`config.mk`:
```
export PLATFORM = sky130hd
export DESIGN_NAME = ifetch_ctrl
export DESIGN_NICKNAME = d
export VERILOG_FILES = /design/src/rtl/ifetch_ctrl_pkg.sv /design/src/rtl/ifetch_fsm.sv /design/src/rtl/ifetch_ctrl.sv
export SDC_FILE = /design/constraint.sdc
export NUM_CORES = 1
export LEC_CHECK = 0
export BUFFER_PORTS_ARGS = -buffer_cell sky130_fd_sc_hd__buf_2
export CORE_ASPECT_RATIO = 0.5
export CORE_MARGIN = 4
export CORE_UTILIZATION = 51
export CTS_BUF_LIST = sky130_fd_sc_hd__clkbuf_4
export CTS_CLUSTER_DIAMETER = 200
export DETAILED_ROUTE_END_ITERATION = 10
export MAX_ROUTING_LAYER = met4
export PLACE_DENSITY = 0.82
export SLEW_MARGIN = 20
export SYNTH_ARGS = -nofsm -noshare
export SYNTH_HDL_FRONTEND = slang
export SYNTH_HIERARCHICAL = 1
export SYNTH_SLANG_ARGS = --single-unit
export TNS_END_PERCENT = 100
```
`constraint.sdc`:
```
create_clock -name clk -period 7.7 [get_ports clk]
set_clock_uncertainty 0.1 [all_clocks]
set_input_delay 1.54 -clock clk [delete_from_list [all_inputs] [get_ports clk]]
set_output_delay 1.54 -clock clk [all_outputs]
set_load 0.005 [all_outputs]
```
`src/rtl/ifetch_ctrl_pkg.sv`:
```
`default_nettype none
// ============================================================================
// Module      : ifetch_ctrl_pkg
// Description : Shared types and constants for the instruction-fetch
//               controller: common scalar types, FSM state encoding, ibus
//               request/response records, fetch output record and the
//               control strobes passed from the FSM to the datapath.
// Options     : IFETCH_MISALIGN_CHK_EN adds the misalign flag to the fetch
//               output record.
// Revision    : 1.0 - initial release
// ============================================================================
package ifetch_ctrl_pkg;

  // Common scalar types
  typedef logic [63:0] u64;
  typedef logic [31:0] u32;
  typedef logic        u1;

  // RISC-V "addi x0, x0, 0", presented to decode for a misaligned PC
  localparam u32 NOP_INSTR = 32'h0000_0013;

  typedef enum logic [2:0] {
    S_IDLE = 3'd0,
    S_REQ  = 3'd1,
    S_WAIT = 3'd2,
    S_HOLD = 3'd3,
    S_DROP = 3'd4
  } ifetch_state_t;

  typedef struct packed {
    u1  valid;
    u64 addr;
  } ibus_req_t;

  typedef struct packed {
    u1  addr_ok;
    u1  data_ok;
    u32 data;
  } ibus_resp_t;

  typedef struct packed {
    u1  valid;
    u64 pc;
    u32 instr;
`ifdef IFETCH_MISALIGN_CHK_EN
    u1  misalign;
`endif
  } fetch_data_t;

  // One-cycle strobes from the FSM to the datapath registers
  typedef struct packed {
    u1 latch_pc;  // sample pc into the request address register
    u1 capture;   // load bus data and request PC into the output registers
    u1 load_nop;  // load NOP and the current pc (misaligned fetch)
    u1 handoff;   // decode accepts the held instruction this cycle
  } fetch_ctrl_t;

  // True when the two low PC bits indicate a non-word-aligned address
  function automatic u1 pc_misaligned(input logic [1:0] pc_lsb);
    return (pc_lsb != 2'b00);
  endfunction

endpackage : ifetch_ctrl_pkg
`default_nettype wire

```
`src/rtl/ifetch_fsm.sv`:
```
`default_nettype none
// ============================================================================
// Module      : ifetch_fsm
// Description : Control FSM of the instruction-fetch controller. Sequences
//               IDLE -> REQ -> (WAIT) -> HOLD -> IDLE, with DROP used to
//               absorb a bus response belonging to a flushed fetch. Owns
//               the registered control outputs (ireq_valid, out_valid and
//               optionally misalign) and emits datapath strobes.
// Ports       : clk, reset         - clock, async active-high reset
//               misalign_i         - current pc is misaligned (option only)
//               addr_ok_i/data_ok_i- ibus handshake
//               dec_ready_i        - decode accepts
//               flush_i            - redirect / discard
//               ireq_valid_o       - registered bus request valid
//               out_valid_o        - registered instruction valid
//               misalign_o         - registered misalign flag (option only)
//               ctrl_o             - datapath strobes
// Options     : IFETCH_MISALIGN_CHK_EN enables the misaligned-PC bypass.
// Revision    : 1.0 - initial release
// ============================================================================
module ifetch_fsm
  import ifetch_ctrl_pkg::*;
(
  input  logic        clk,
  input  logic        reset,
`ifdef IFETCH_MISALIGN_CHK_EN
  input  logic        misalign_i,
  output logic        misalign_o,
`endif
  input  logic        addr_ok_i,
  input  logic        data_ok_i,
  input  logic        dec_ready_i,
  input  logic        flush_i,
  output logic        ireq_valid_o,
  output logic        out_valid_o,
  output fetch_ctrl_t ctrl_o
);

  ifetch_state_t state_q;
  logic          flush_pend_q;
  logic          ireq_valid_q;
  logic          out_valid_q;
  logic          w_flush_req;
  logic          w_misalign;

`ifdef IFETCH_MISALIGN_CHK_EN
  logic          misalign_q;
  assign w_misalign = misalign_i;
  assign misalign_o = misalign_q;
`else
  assign w_misalign = 1'b0;
`endif

  // A flush seen at any point while the request is outstanding condemns it;
  // the request itself must stay up until the bus takes the address.
  assign w_flush_req = flush_pend_q | flush_i;

  always_ff @(posedge clk or posedge reset) begin
    if (reset) begin
      state_q      <= S_IDLE;
      flush_pend_q <= 1'b0;
      ireq_valid_q <= 1'b0;
      out_valid_q  <= 1'b0;
`ifdef IFETCH_MISALIGN_CHK_EN
      misalign_q   <= 1'b0;
`endif
    end else begin
      case (state_q)
        S_IDLE: begin
          flush_pend_q <= 1'b0;
          if (w_misalign) begin
            // No bus traffic: present a NOP tagged as misaligned
            state_q     <= S_HOLD;
            out_valid_q <= 1'b1;
`ifdef IFETCH_MISALIGN_CHK_EN
            misalign_q  <= 1'b1;
`endif
          end else begin
            state_q      <= S_REQ;
            ireq_valid_q <= 1'b1;
          end
        end

        S_REQ: begin
          if (addr_ok_i) begin
            ireq_valid_q <= 1'b0;
            flush_pend_q <= 1'b0;
            if (w_flush_req) begin
              // Same-cycle data of a flushed fetch is simply discarded
              state_q <= data_ok_i ? S_IDLE : S_DROP;
            end else if (data_ok_i) begin
              state_q     <= S_HOLD;
              out_valid_q <= 1'b1;
            end else begin
              state_q <= S_WAIT;
            end
          end else begin
            flush_pend_q <= w_flush_req;
          end
        end

        S_WAIT: begin
          if (flush_i) begin
            // Data arriving with the flush needs no DROP phase
            state_q <= data_ok_i ? S_IDLE : S_DROP;
          end else if (data_ok_i) begin
            state_q     <= S_HOLD;
            out_valid_q <= 1'b1;
          end
        end

        S_HOLD: begin
          // Flush and acceptance both retire the held instruction
          if (flush_i || dec_ready_i) begin
            state_q     <= S_IDLE;
            out_valid_q <= 1'b0;
`ifdef IFETCH_MISALIGN_CHK_EN
            misalign_q  <= 1'b0;
`endif
          end
        end

        S_DROP: begin
          if (data_ok_i) begin
            state_q <= S_IDLE;
          end
        end

        default: begin
          state_q      <= S_IDLE;
          flush_pend_q <= 1'b0;
          ireq_valid_q <= 1'b0;
          out_valid_q  <= 1'b0;
        end
      endcase
    end
  end

  assign ireq_valid_o = ireq_valid_q;
  assign out_valid_o  = out_valid_q;

  always_comb begin
    ctrl_o          = '0;
    ctrl_o.latch_pc = (state_q == S_IDLE);
    ctrl_o.capture  = ((state_q == S_REQ)  & addr_ok_i & data_ok_i & ~w_flush_req) |
                      ((state_q == S_WAIT) & data_ok_i & ~flush_i);
    ctrl_o.load_nop = (state_q == S_IDLE) & w_misalign;
    ctrl_o.handoff  = (state_q == S_HOLD) & out_valid_q & dec_ready_i & ~flush_i;
  end

endmodule : ifetch_fsm
`default_nettype wire

```
`src/rtl/ifetch_ctrl.sv`:
```
`default_nettype none
// ============================================================================
// Module      : ifetch_ctrl
// Description : Instruction-fetch controller between the PC register, the
//               instruction bus and decode. Requests the instruction at the
//               current PC, holds the result for decode with valid/ready and
//               stalls the PC register except in the cycle decode accepts.
// Ports       : clk, reset                   - clock, async active-high reset
//               pc                           - PC from the PC register
//               stall                        - hold PC register (0 = advance)
//               ireq_valid, ireq_addr        - ibus request
//               iresp_addr_ok/data_ok/data   - ibus response
//               out_valid, out_pc, out_instr - instruction to decode
//               out_misalign                 - misaligned-PC flag (option)
//               dec_ready                    - decode accepts
//               flush                        - discard in-flight/held fetch
// Options     : IFETCH_MISALIGN_CHK_EN adds out_misalign and replaces fetches
//               from misaligned PCs with a tagged NOP.
// Revision    : 1.0 - initial release
// ============================================================================
module ifetch_ctrl
  import ifetch_ctrl_pkg::*;
#(
  parameter int unsigned ADDR_W  = 64,
  parameter int unsigned INSTR_W = 32
) (
  input  logic               clk,
  input  logic               reset,
  input  logic [ADDR_W-1:0]  pc,
  output logic               stall,
  output logic               ireq_valid,
  output logic [ADDR_W-1:0]  ireq_addr,
  input  logic               iresp_addr_ok,
  input  logic               iresp_data_ok,
  input  logic [INSTR_W-1:0] iresp_data,
  output logic               out_valid,
  output logic [ADDR_W-1:0]  out_pc,
  output logic [INSTR_W-1:0] out_instr,
`ifdef IFETCH_MISALIGN_CHK_EN
  output logic               out_misalign,
`endif
  input  logic               dec_ready,
  input  logic               flush
);

  localparam logic [INSTR_W-1:0] C_NOP = INSTR_W'(NOP_INSTR);

  fetch_ctrl_t        w_ctrl;
  logic [ADDR_W-1:0]  req_pc_q,    req_pc_d;
  logic [ADDR_W-1:0]  out_pc_q,    out_pc_d;
  logic [INSTR_W-1:0] out_instr_q, out_instr_d;

  ifetch_fsm u_fsm (
    .clk          (clk),
    .reset        (reset),
`ifdef IFETCH_MISALIGN_CHK_EN
    .misalign_i   (pc_misaligned(pc[1:0])),
    .misalign_o   (out_misalign),
`endif
    .addr_ok_i    (iresp_addr_ok),
    .data_ok_i    (iresp_data_ok),
    .dec_ready_i  (dec_ready),
    .flush_i      (flush),
    .ireq_valid_o (ireq_valid),
    .out_valid_o  (out_valid),
    .ctrl_o       (w_ctrl)
  );

  always_comb begin
    req_pc_d    = req_pc_q;
    out_pc_d    = out_pc_q;
    out_instr_d = out_instr_q;
    if (w_ctrl.latch_pc) begin
      req_pc_d = pc;
    end
    if (w_ctrl.capture) begin
      out_pc_d    = req_pc_q;
      out_instr_d = iresp_data;
    end
    if (w_ctrl.load_nop) begin
      out_pc_d    = pc;
      out_instr_d = C_NOP;
    end
  end

  always_ff @(posedge clk or posedge reset) begin
    if (reset) begin
      req_pc_q    <= '0;
      out_pc_q    <= '0;
      out_instr_q <= '0;
    end else begin
      req_pc_q    <= req_pc_d;
      out_pc_q    <= out_pc_d;
      out_instr_q <= out_instr_d;
    end
  end

  // The request address register only changes in IDLE, so it is stable for
  // the whole time ireq_valid is high.
  assign ireq_addr = req_pc_q;
  assign out_pc    = out_pc_q;
  assign out_instr = out_instr_q;

  // PC register advances only on the edge that ends an accepted handoff
  assign stall = reset | ~w_ctrl.handoff;

endmodule : ifetch_ctrl
`default_nettype wire

```
# After elaboration in Yosys (flattened, before gate mapping)
# Cells that the tools add are included.
dict set report word_totals {
  register_bits 166
  elab_cells 59
}
dict set report classes {
  n_eq_ne 10
  mux 19
  n_bitwise 16
  reduce_logical 7
}
# operator n
set op_table {}
lappend op_table {{two-way mux 3 bit} 7}
lappend op_table {{case mux 3 bit (5 select lines)} 1}
lappend op_table {{AND 1 bit} 8}
lappend op_table {{two-way mux 1 bit} 8}
lappend op_table {{inequality test 2 bit (second input constant)} 4}
lappend op_table {{equality test 3 x 2 -> 1 bit (second input constant)} 2}
lappend op_table {{inverter 1 bit} 5}
lappend op_table {{AND reduction 5 bit} 1}
lappend op_table {{case mux 1 bit (4 select lines)} 1}
lappend op_table {{AND reduction 4 bit} 1}
lappend op_table {{equality test 3 x 1 -> 1 bit (second input constant)} 1}
lappend op_table {{equality test 3 bit (second input constant)} 1}
lappend op_table {{logical NOT 3 bit} 1}
lappend op_table {{inequality test 3 bit (second input constant)} 1}
lappend op_table {{OR 1 bit} 3}
lappend op_table {{case mux 1 bit (3 select lines)} 1}
lappend op_table {{OR reduction 3 bit} 1}
lappend op_table {{inequality test 2 x 1 -> 1 bit (second input constant)} 1}
lappend op_table {{case mux 1 bit (2 select lines)} 1}
lappend op_table {{AND reduction 2 bit} 1}
lappend op_table {{OR reduction 2 bit} 1}
lappend op_table {{logical OR 1 bit} 1}

# Logic depth before layout (Yosys ltp)
dict set report depth {
  ltp_word 6
  ltp_mapped 9
  ltp_nobuf 5
}

# Cells and area by module
# The synthesis kept the hierarchy.
# module n_inst cells_per_inst area_each_um2 seq_area_each_um2
set modules_own_cells {}
lappend modules_own_cells {ifetch_ctrl 1 517 6636.4 4003.8}
lappend modules_own_cells {ifetch_fsm 1 56 470.5 150.1}

# Worst setup path after synthesis
# Ideal clock, no wire load.
dict set report synth_timing {
  kind {input port to output port}
  start {input reset}
  end {output stall}
  arrival_time_ps 5079
  required_time_ps 6060
  slack_ps 981
  cell_stages 2
  n_path_buf 0
  path_cell_list {inv_1 nand2_1}
}
dict set report synth_between {
  elab_chain_len 1
}
# item line
set synth_rtl {}
lappend synth_rtl {{start, declared} ifetch_ctrl.sv:28} ;# input logic reset,
lappend synth_rtl {{OR 1 bit} ifetch_ctrl.sv:105} ;# assign stall = reset | ~w_ctrl.handoff;
lappend synth_rtl {{end, declared} ifetch_ctrl.sv:30} ;# output logic stall,
# No other way between the ends.

# Worst setup path in the final report
# Ends and elaborated chain as after synthesis.

==> summary.txt <==
Run status
  • Status: complete, no violations

Route
  • Router iterations before antenna repair: 4
  • Via Count: 5,292
  • Wire length per cell: 16.5 µm
  • DR vias/cell: between 5 and 6
  • Final WL: 16.9 mm
  • DRC viols: 0
  • DRT iter0 DRCs: about 270
  • Antenna Nets Post-Route: 0

Logic synthesis
  • Fraction of registers with async set/reset: 1.00
  • Compound-Gate Fraction of Synth Area: 0.0741
  • Synth top area share: 0.585
  • Most frequent cell after synthesis: dfrtp_1
  • Multiplexer share of the synthesized area: 0.232
  • Main synth FF type: dfrtp_1
  • Synth top area cells: dfrtp_1 58%, mux2i_1 13%, mux2_2 10%
  • YS warnings: 6
  • Seq/Total Area, Yosys: 0.585
  • Yosys reg bits: between 150 and 200
  • Synth top cells by count: 166 x dfrtp_1, 93 x mux2i_1, 67 x o21ai_0
  • Syn Area/Cell: around 12 µm²
  • Syn nets: roughly 680
  • Post-synthesis cell count: approximately 570
  • Main combinational cell family by area after synthesis: multiplexers
  • Simple-Gate Fraction of Synth Area: 0.0636
  • Post-synth EDFFs: 0
  • Yosys cell types: 34
  • Cell Area, Synth: slightly above 7000 µm²
  • Leading area contributor after synthesis: dfrtp_1
  • Adder-cell area share of the yosys netlist: 0
  • XOR/XNOR share of the synthesized area: 0

Worst setup path
  • Crit Path Max Fanout: 95
  • Cell Chain, Critical Path: buf_2 -> inv_6 -> nand2_1 -> buf_2
  • Worst EP required: 6.06 ns
  • Reg2reg setup slack: about 4.5 ns
  • Worst R2R End: out_instr[0]
  • CP max-delay cell: inv_6
  • R2R cell count: 7
  • Cell family with most CP delay: buffers and inverters
  • Reg-to-reg startpoint: u_fsm/state_q[1]
  • Nature of the critical path endpoint: output port
  • CP Launch Type: input pin
  • Critical Path AT: ~2.5 ns
  • Crit path top cell by count: buf_2
  • Setup CP Type: input pin to output port
  • Crit path buffers/inverters: 3
  • Max incr delay on CP: between 0.5 and 0.6 ns

Hold path
  • Min-delay worst type: flip-flop to flip-flop
  • WHS Endpoint: out_instr[19]
  • Worst hold path depth: 2
  • Hold Startpoint: out_instr[19]

Global route
  • Tot GR Track Use: 0.217
  • Largest net degree at the start of global routing: approximately 160
  • Initial antenna violation count: 2
  • Remaining Overflow, GRT: 0
  • Vias in the first global route: 5,318
  • Wire length of the first global-routing pass: around 27 mm

Clocking
  • CTS tree: yes
  • CTS sink cnt: approximately 170
  • Postcts setup bufs: 0
  • Worst skew pair latency: roughly 0.52 ns
  • Clock Path Buffers: 2
  • # H-tree levels: 4
  • Clock Root Buffer: clkbuf_4
  • CTS Buf Count: 17
  • Hold buffer count at cts: 0
  • Post-cts resize count: 0
  • Worst-path clk slew: around 0.14 ns

Finish
  • Post-layout nets: between 900 and 1,000
  • Non-Filler Instances: approximately 1,000
  • FILL cells: roughly 1,100
  • Share of cells above drive strength 1: 0.447
  • Area Overhead vs Synth: 23.0%

Power
  • PD cells: 328 nW/µm²
  • VDD IR max: roughly 0.18 mV
  • Clock group share of total power: 0.190
  • Internal: ~0.0019 W
  • Leak: between 4 and 5 nW
  • Seq pwr share: 0.462
  • Psw: 0.000971 W
  • Comb pwr share: 0.349
  • Switch share: 0.339

Timing
  • RSZ-0062 raised after global routing: false
  • Slew HR: 0.431
  • Slew Viols, Final: 0
  • Setup violators final: 0
  • Setup_tns: 0 ns
  • Final cycle utilization of the critical path: 0.535
  • Max Clock Freq: 243 MHz
  • Final Critical Period: 4.12 ns
  • Fin. Hold Viols: 0
  • Worst-Margin Slew: about 0.85 ns

Place
  • Placer Congestion: between 0.8 and 0.9
  • Placed cell count: 994
  • Port bufs: roughly 260
  • Final HPWL DP: approximately 12 mm

Floorplanning
  • Die width: approximately 170 µm
  • Row cnt: 30
  • DIE AREA: roughly 16,000 µm²
  • Die height: slightly above 90 µm
  • Initial Utilization: 0.523
  • Core area: between 10,000 and 15,000 µm²
  • Io pins: ~270

Run
  • Max cap viols: 0
worst min-delay path, stage by stage, from the launching register on:
cell     delay (ns)
dfrtp_1        0.37
mux2i_1        0.06
nor2_1         0.08
registers in the layout, summed over array words and instances, names as in the netlist:
register and count:
u_fsm/out_valid_o 1, u_fsm/flush_pend_q 1, u_fsm/ireq_valid_o 1, out_pc 64
ireq_addr 64, u_fsm/state_q 3, out_instr 32
power by group through the flow:
stage               Clock [W]  Sequential [W]  Combinational [W]
floorplan                   0         0.00133           0.000630
global placement            0         0.00133           0.000981
detailed placement          0         0.00134            0.00101
CTS                  0.000560         0.00132            0.00101
global route         0.000596         0.00136            0.00109
finish               0.000543         0.00132            0.00100
per-layer routing:
metal	track usage	up-vias	routed length [µm]
li1	-	2497	-
met1	0.252	2608	6810
met2	0.378	151	9000
met3	0.0374	36	652
met4	0.0934	0	488
met5	-	-	0
area by class of cell:
| type | instances | area, µm² | share of cell area |
|---|---|---|---|
| multi-input combinational | 359 | 2650 | 0.303 |
| clock inverter | 14 | 174 | 0.0199 |
| timing repair buffer | 269 | 1360 | 0.155 |
| antenna | 2 | 5.00 | 0.000573 |
| clock buffer | 17 | 128 | 0.0146 |
| tap | 192 | 240 | 0.0275 |
| sequential | 166 | 4150 | 0.475 |
| inverter | 8 | 35.0 | 0.00401 |
how the worst max path moves through the flow:
| stage | from | end | slack [ns] | cells past startpoint |
|---|---|---|---|---|
| 3_5_place_dp | reset | stall | 3.48 | 4 |
| 6_report | reset | stall | 3.58 | 4 |
| 4_1_cts | reset | stall | 3.47 | 4 |
| 3_3_place_gp | reset | stall | 3.49 | 4 |
| 2_1_floorplan | reset | stall | 0.98 | 2 |
| 5_1_grt | reset | stall | 3.39 | 4 |
through the flow:
stage | hold slack [ns] | util | cell area (µm²) | setup slack (ns) | power [W]
global route | 0.469 | 0.643 | 8740 | 3.39 | 0.00304
global placement | 0.397 | 0.621 | 8430 | 3.49 | 0.00231
CTS | 0.438 | 0.643 | 8730 | 3.47 | 0.00289
finish | 0.433 | 0.643 | 8740 | 3.58 | 0.00287
detailed placement | 0.404 | 0.621 | 8430 | 3.48 | 0.00235
floorplan | 0.410 | - | 7110 | 0.981 | 0.00196
cell families (layout without fill, tap and decap cells):
family	count (synthesis)	count (layout)
DFF	166	166
muxes	157	157
and+or+nand+nor	111	111
AOI/OAI and AO/OA	90	90
buffers and inverters	48	308
other	1	3
cell usage in the layout, fill, tap and decap left out, drive strengths merged:
master,count
o21ai,70
clkinv,2
a41o,1
o41ai,1
buf,269
a2111oi,1
o211ai,5
o2bb2ai,1
nor2b,5
nand4,1
nor3,2
mux2i,93
clkinvlp,4
a21oi,3
nand3,1
a41oi,1
a31oi,2
a32oi,1
diode,2
nand2,66
nor3b,1
a211o,3
bufinv,3
mux2,64
nor4,2
clkbuf,17
conb,1
inv,13
o31a,1
nor2,33
dfrtp,166
Note: power is estimated with default switching activity, not from simulation.
